**src/rtl/lvds_pll_seq_pkg.sv**
```systemverilog
// Shared types and helpers for the LVDS receive-PLL reset/lock sequencer.
// State encoding is fixed because the debug state_o port is decoded by
// board software.
package lvds_pll_seq_pkg;

    localparam int STATE_W   = 3;
    localparam int LOL_CNT_W = 16;
    localparam int RETRY_W   = 8;

    typedef enum logic [STATE_W-1:0] {
        ST_PLL_RST   = 3'd0,
        ST_WAIT_LOCK = 3'd1,
        ST_STABLE    = 3'd2,
        ST_RX_RST    = 3'd3,
        ST_RUN       = 3'd4,
        ST_FAULT     = 3'd5
    } state_e;

    typedef struct packed {
        logic pll_rst;
        logic rx_rst;
        logic ready;
        logic fault;
    } seq_out_t;

    // Output levels for a given state. Unused codes read as PLL_RST, which
    // keeps both resets asserted.
    function automatic seq_out_t decode_outputs(input logic [STATE_W-1:0] st);
        seq_out_t o;
        o = '{pll_rst: 1'b1, rx_rst: 1'b1, ready: 1'b0, fault: 1'b0};
        case (st)
            ST_WAIT_LOCK,
            ST_STABLE,
            ST_RX_RST: o.pll_rst = 1'b0;
            ST_RUN: begin
                o.pll_rst = 1'b0;
                o.rx_rst  = 1'b0;
                o.ready   = 1'b1;
            end
            ST_FAULT: o.fault = 1'b1;
            default: ;
        endcase
        return o;
    endfunction

    // Saturating increment for the loss-of-lock event counter.
    function automatic logic [LOL_CNT_W-1:0] sat_inc_lol(input logic [LOL_CNT_W-1:0] v);
        return (&v) ? v : v + LOL_CNT_W'(1);
    endfunction

endpackage

```
**src/rtl/sync_2ff.sv**
```systemverilog
// Generic 1-bit two-register synchronizer for bringing an asynchronous
// level into the clk domain. Output latency is two clk edges.
module sync_2ff (
    input  logic clk,
    input  logic d,
    output logic q
);

    logic meta_q;
    logic sync_q;

    // Capture the asynchronous input, then re-register to let metastability settle.
    // NOTE: no reset on these flops; the chain flushes to the true input level
    // within two cycles, so a reset value would only add routing.
    always_ff @(posedge clk) begin
        meta_q <= d;
        sync_q <= meta_q;
    end

    assign q = sync_q;

endmodule

```
**src/rtl/lvds_pll_lock_seq.sv**
```systemverilog
// Reset/lock sequencer for the LVDS receive PLL: pulses pll_rst, waits for
// lock with a timeout, qualifies lock over a stable window, releases the
// deserializer reset and then raises ready. Loss of lock restarts the
// sequence; too many failed lock attempts latch fault until relock_req.
// Optional build macro LVDS_PLL_SEQ_LOL_CNT_EN enables the loss-of-lock
// event counter on lol_cnt (tied to zero otherwise).
module lvds_pll_lock_seq
    import lvds_pll_seq_pkg::*;
#(
    parameter int RST_PULSE_CYCLES    = 16,
    parameter int LOCK_TIMEOUT_CYCLES = 65536,
    parameter int LOCK_STABLE_CYCLES  = 1024,
    parameter int RX_RST_CYCLES       = 32,
    parameter int MAX_RETRIES         = 7,
    parameter int CNT_W               = 17
) (
    input  logic                 clk,
    input  logic                 rst,
    input  logic                 pll_locked,
    input  logic                 relock_req,
    output logic                 pll_rst,
    output logic                 rx_rst,
    output logic                 ready,
    output logic                 fault,
    output logic [RETRY_W-1:0]   retry_cnt,
    output logic [STATE_W-1:0]   state_o,
    output logic [LOL_CNT_W-1:0] lol_cnt
);

    localparam logic [STATE_W-1:0] S_PLL_RST   = ST_PLL_RST;
    localparam logic [STATE_W-1:0] S_WAIT_LOCK = ST_WAIT_LOCK;
    localparam logic [STATE_W-1:0] S_STABLE    = ST_STABLE;
    localparam logic [STATE_W-1:0] S_RX_RST    = ST_RX_RST;
    localparam logic [STATE_W-1:0] S_RUN       = ST_RUN;
    localparam logic [STATE_W-1:0] S_FAULT     = ST_FAULT;

    // Timer is loaded with (cycles - 1) so a state lasts exactly "cycles".
    localparam logic [CNT_W-1:0] LD_PULSE   = CNT_W'(RST_PULSE_CYCLES - 1);
    localparam logic [CNT_W-1:0] LD_TIMEOUT = CNT_W'(LOCK_TIMEOUT_CYCLES - 1);
    localparam logic [CNT_W-1:0] LD_STABLE  = CNT_W'(LOCK_STABLE_CYCLES - 1);
    localparam logic [CNT_W-1:0] LD_RX      = CNT_W'(RX_RST_CYCLES - 1);
    localparam logic [RETRY_W-1:0] MAX_R    = RETRY_W'(MAX_RETRIES);

    logic                 lk;
    logic [STATE_W-1:0]   state_q, state_d;
    logic [CNT_W-1:0]     timer_q, timer_d;
    logic [RETRY_W-1:0]   retry_q, retry_d;
    logic [RETRY_W-1:0]   retry_inc;
    seq_out_t             out_q, out_d;
    logic                 timer_zero;

    sync_2ff u_lock_sync (
        .clk (clk),
        .d   (pll_locked),
        .q   (lk)
    );

    assign timer_zero = (timer_q == '0);
    assign retry_inc  = retry_q + RETRY_W'(1);

    // Next-state and retry bookkeeping; relock_req overrides everything.
    // NOTE: every always_comb output gets a default first so no path leaves
    // it unassigned and a latch cannot be inferred.
    always_comb begin
        state_d = state_q;
        retry_d = retry_q;
        case (state_q)
            S_PLL_RST: begin
                if (timer_zero) state_d = S_WAIT_LOCK;
            end
            S_WAIT_LOCK: begin
                if (lk) begin
                    state_d = S_STABLE;
                end else if (timer_zero) begin
                    retry_d = retry_inc;
                    state_d = (retry_inc == MAX_R) ? S_FAULT : S_PLL_RST;
                end
            end
            S_STABLE: begin
                if (!lk)             state_d = S_WAIT_LOCK;
                else if (timer_zero) state_d = S_RX_RST;
            end
            S_RX_RST: begin
                if (!lk)             state_d = S_PLL_RST;
                else if (timer_zero) state_d = S_RUN;
            end
            S_RUN: begin
                if (!lk) state_d = S_PLL_RST;
            end
            S_FAULT: ;
            default: state_d = S_PLL_RST;
        endcase
        if (state_d == S_RUN) retry_d = '0;
        if (relock_req) begin
            state_d = S_PLL_RST;
            retry_d = '0;
        end
    end

    // Timer reloads on every state entry (including relock into PLL_RST), else counts down to 0.
    always_comb begin
        timer_d = timer_q;
        if ((state_d != state_q) || relock_req) begin
            case (state_d)
                S_PLL_RST:   timer_d = LD_PULSE;
                S_WAIT_LOCK: timer_d = LD_TIMEOUT;
                S_STABLE:    timer_d = LD_STABLE;
                S_RX_RST:    timer_d = LD_RX;
                default:     timer_d = '0;
            endcase
        end else if (!timer_zero) begin
            timer_d = timer_q - CNT_W'(1);
        end
    end

    // Outputs are decoded from the next state so the registered copy tracks state_q exactly.
    always_comb begin
        out_d = decode_outputs(state_d);
    end

    // State, timer, retry and output registers.
    // NOTE: sequential state uses non-blocking assignments so every flop
    // samples pre-edge values regardless of statement order.
    always_ff @(posedge clk) begin
        if (rst) begin
            state_q <= S_PLL_RST;
            timer_q <= '0;
            retry_q <= '0;
            out_q   <= decode_outputs(S_PLL_RST);
        end else begin
            state_q <= state_d;
            timer_q <= timer_d;
            retry_q <= retry_d;
            out_q   <= out_d;
        end
    end

    assign pll_rst   = out_q.pll_rst;
    assign rx_rst    = out_q.rx_rst;
    assign ready     = out_q.ready;
    assign fault     = out_q.fault;
    assign retry_cnt = retry_q;
    assign state_o   = state_q;

`ifdef LVDS_PLL_SEQ_LOL_CNT_EN
    logic                 lol_evt;
    logic [LOL_CNT_W-1:0] lol_q, lol_d;

    // A loss-of-lock event is lk falling while rx is being released or running,
    // counted even when relock_req lands on the same cycle.
    assign lol_evt = ((state_q == S_RUN) || (state_q == S_RX_RST)) && !lk;

    // Saturating event count; only rst clears it.
    always_comb begin
        lol_d = lol_q;
        if (lol_evt) lol_d = sat_inc_lol(lol_q);
    end

    // Loss-of-lock counter register.
    always_ff @(posedge clk) begin
        if (rst) lol_q <= '0;
        else     lol_q <= lol_d;
    end

    assign lol_cnt = lol_q;
`else
    assign lol_cnt = '0;
`endif

endmodule

```
**config.mk**
```make
export PLATFORM = sky130hd
export DESIGN_NAME = lvds_pll_lock_seq
export DESIGN_NICKNAME = d
export VERILOG_FILES = /design/src/rtl/lvds_pll_seq_pkg.sv /design/src/rtl/sync_2ff.sv /design/src/rtl/lvds_pll_lock_seq.sv
export SDC_FILE = /design/constraint.sdc
export NUM_CORES = 1
export LEC_CHECK = 0
export BUFFER_PORTS_ARGS = -buffer_cell sky130_fd_sc_hd__buf_2
export CORE_UTILIZATION = 32
export CTS_BUF_LIST = sky130_fd_sc_hd__clkbuf_4 sky130_fd_sc_hd__clkbuf_8 sky130_fd_sc_hd__clkbuf_16
export DETAILED_ROUTE_END_ITERATION = 10
export PLACE_DENSITY = 0.59
export SETUP_SLACK_MARGIN = 0.4
export SYNTH_ARGS = -nofsm -noshare
export SYNTH_HDL_FRONTEND = slang
export SYNTH_SLANG_ARGS = --single-unit
```
**constraint.sdc**
```tcl
create_clock -name clk -period 2.67 [get_ports clk]
set_clock_uncertainty 0.05 [all_clocks]
set_input_delay 0.267 -clock clk [delete_from_list [all_inputs] [get_ports clk]]
set_output_delay 0.267 -clock clk [all_outputs]
set_load 0.01 [all_outputs]
```
==> flow_summary_export.csv <==
group,metric,value,unit
synth,synthDominantCellAreaShare,34.50,%
clock_tree,numCtsBuffers,5,
critical_path,rr_startpoint,"timer_q[12]",
detailed_routing,drtIter0Drc,168,
critical_path,crit_path_max_incr_delay,0.42,ns
detailed_routing,routed-wl-met2,2167,um
critical_path,worstSetupStartpoint,"timer_q[12]",
grt,antenna_found_initial,0,
synth,syn_area_per_cell,8.187,um2
detailed_routing,wl_met1,2095,um
synth,synth_warnings,0,
synth,synth_top_cell_by_area,"dfxtp_1",
clock_tree,clk_pin_slew,0.07,ns
synth,syn-cell-area,1973,um2
synth,netlist_top_cells_count,"dfxtp_1 (34), nor2_1 (25), buf_4 (17), o21ai_0 (17), nand2_1 (16)",
clock_tree,worstSkewPairLatency,0.28,ns
synth,synth_cells,241,
critical_path,worstSetupEndpointType,"register",
timing,setup_violations,0,
place,portBuffers,18,
detailed_routing,antenna_left,0,
critical_path,arrival,2.44,ns
grt,grt_use_total,14.71,%
clock_tree,clock_tree.root_cell,"clkbuf_8",
floorplan,row_count,28,
floorplan,fp.dieH,80.53,um
grt,grt_max_degree,16,
timing,period_needed,2.324,ns
detailed_routing,vias,1765,
synth,yosysSeqAreaShare,34.50,%
job,maxCapViolCount,0,
floorplan,core_area,5921,um2
clock_tree,cts_buffer_depth,2,
clock_tree,hold_buffers,0,
synth,synth.distinct_cells,46,
synth,synth.most_common_cell,"dfxtp_1",
synth,ys.flop_type,"dfxtp_1",
place,post_dp_cell_area,2102,um2
floorplan,initial_core_util,33.33,%
synth,synth_area_leaders,"dfxtp_1 (34%), buf_4 (6.5%), xor2_1 (6.2%)",
cells_and_area,drive_gt1_share,33.21,%
detailed_routing,wl_met3,216,um
critical_path,r2r-end,"timer_q[3]",
synth,synth_edf_count,0,
grt,first_global_vias,1534,
clock_tree,cts_max_level,2,
detailed_routing,highest_layer,"met4",
timing,maxSlewViolCount,0,
timing,period_share,87.05,%
pwr,irDropWorstVdd,0.4976,mV
grt,gr-total-overflow,0,
pwr,powerDensity,1078,nW/um2
cells_and_area,layout.nets,284,
timing,final.setup.tns,0,ns
detailed_routing,avgViaCountPerCell,5.014,
critical_path,critPathRequiredTime,2.78,ns
critical_path,critical_path_class,"reg2reg",
synth,synthArstFlopShare,0,%
clock_tree,cts.sinks,34,
clock_tree,cts_tree,"done",
critical_path,cp_cell_sequence,"or3_4 > or3_4 > or3_4 > o21ai_4 > inv_2 > o21ai_4 > a21oi_1",
outcome,status,"completed",
place,hpwl,2912,um
critical_path,r2r_slack,0.35,ns
timing,rsz0062_at_grt,"yes",
critical_path,startpoint_type,"register",
grt,grt_pass1_wl,7300,um
cells_and_area,area_growth,26.76,%
floorplan,die_w,80.53,um
cells_and_area,n_fill_cell,594,
detailed_routing,routed_wl,4526,um
pwr,power,0.002697,W
floorplan,dieArea,6484,um2
critical_path,worstRegToRegCells,7,
floorplan,io_pins,35,
timing,max_freq,0.4302,GHz
worst_hold_path,min_path_type,"in2reg",
cells_and_area,n_antenna_cell,0,
place,place_congestion,0.8290,
detailed_routing,drcViolationCount,0,
critical_path,endpoint,"timer_q[3]",
critical_path,critPathSlowestCell,"or3_4",
critical_path,cp_max_fo,8,
synth,ys_seq_elements,34,
detailed_routing,firstDrtPassIters,4,
pwr,leakage,0.9846,nW
cells_and_area,final_area,2501,um2
detailed_routing,post_drt_wl_per_cell,12.86,um
critical_path,path_common_cell,"or3_4",
timing,hold_viol,0,
==> sequential cells by signal, summed over array words and instances, names as in the netlist <==
register	cells
timer_q	17
rx_rst	1
u_lock_sync.meta_q	1
u_lock_sync.q	1
retry_cnt	8
state_o	3
fault	1
ready	1
pll_rst	1
==> per-layer routing <==
layer	vias up	track usage, %
met1	830	19.05
met4	0	3.393
met2	49	24.07
li1	879	-
met3	7	3.977
met5	-	0
==> stage by stage <==
step | util (%) | instances | hold WS (ns) | setup WS (ns)
6_report | 42.24 | 352 | 0.04105 | 0.3458
5_1_grt | 42.24 | 352 | 0.03028 | 0.2797
4_1_cts | 40.49 | 346 | 0.02957 | 0.3432
3_5_place_dp | 35.50 | 330 | 0.2697 | 0.1477
3_3_place_gp | 35.50 | 330 | 0.2662 | 0.1924
2_1_floorplan | - | 256 | 0.2447 | 0.3952
==> report_power, final <==
group / internal (W) / leakage [nW] / total, W / switching [W]
Sequential: 0.000626 / 0.283 / 0.000743 / 0.000117
Combinational: 0.000725 / 0.650 / 0.00156 / 0.000836
Clock: 0.000218 / 0.0517 / 0.000393 / 0.000175
Total: 0.00157 / 0.985 / 0.00270 / 0.00113
==> logic make-up after synthesis <==
group	share of synthesized area, %
flip-flops	34.50
multiplexers	1.015
AO/OA/AOI/OAI	15.09
buffers and inverters	10.65
XOR/XNOR	11.54
AND/OR/NAND/NOR	24.48
other	0.1901
adder cells (fa/ha/maj)	2.537
==> worst min path at each step <==
stage | start | end | slack [ns] | depth (start not counted)
3_5_place_dp | u_lock_sync.meta_q | u_lock_sync.q | 0.27 | 0
3_3_place_gp | u_lock_sync.meta_q | u_lock_sync.q | 0.27 | 0
6_report | pll_locked | u_lock_sync.meta_q | 0.04 | 1
2_1_floorplan | pll_locked | u_lock_sync.meta_q | 0.24 | 0
4_1_cts | pll_locked | u_lock_sync.meta_q | 0.03 | 1
5_1_grt | pll_locked | u_lock_sync.meta_q | 0.03 | 1
==> what timing repair did <==
action                                  4_1_cts  5_1_grt
setup buffers                                 7        6
endpoints found under the setup margin       29       28
pin swaps                                    13       19
gates cloned                                  1        0
resized for setup                            37       25
==> critical path: cells and delay by family (launching register included) <==
kind / cells / cell delay (ns)
AND/OR/NAND/NOR: 3 / 1.20
flip-flops: 1 / 0.34
buffers and inverters: 1 / 0.10
AO/OA/AOI/OAI: 3 / 0.51
==> layout by cell type, fill, tap and decap left out, types with 4 or more instances in the layout <==
cell	netlist	final
nor2_1	25	24
dfxtp_1	34	23
buf_2	3	18
conb_1	1	16
buf_4	17	16
xor2_1	14	14
nand2_1	16	14
xnor2_1	12	12
o21ai_1	2	10
inv_1	9	8
dfxtp_2	0	8
nand3_1	7	7
nand4_1	6	6
o21ai_0	17	6
a21oi_1	8	6
clkbuf_8	0	6
or3_4	1	5
and3_1	6	5
nor4_1	5	4
buf_6	1	4
==> cell type report <==
cell class              instances  area, um2  share of cell area [%]
multi-input cells             187       1306                   52.23
well taps                      75      93.84                   3.752
clock inverters                 1      5.005                  0.2001
flip-flops and latches         34      701.9                   28.06
inverters                       9      33.78                   1.351
clock buffers                   7      90.09                   3.602
repair buffers                 39      270.3                   10.81
Note: power is estimated with default switching activity, not from simulation.
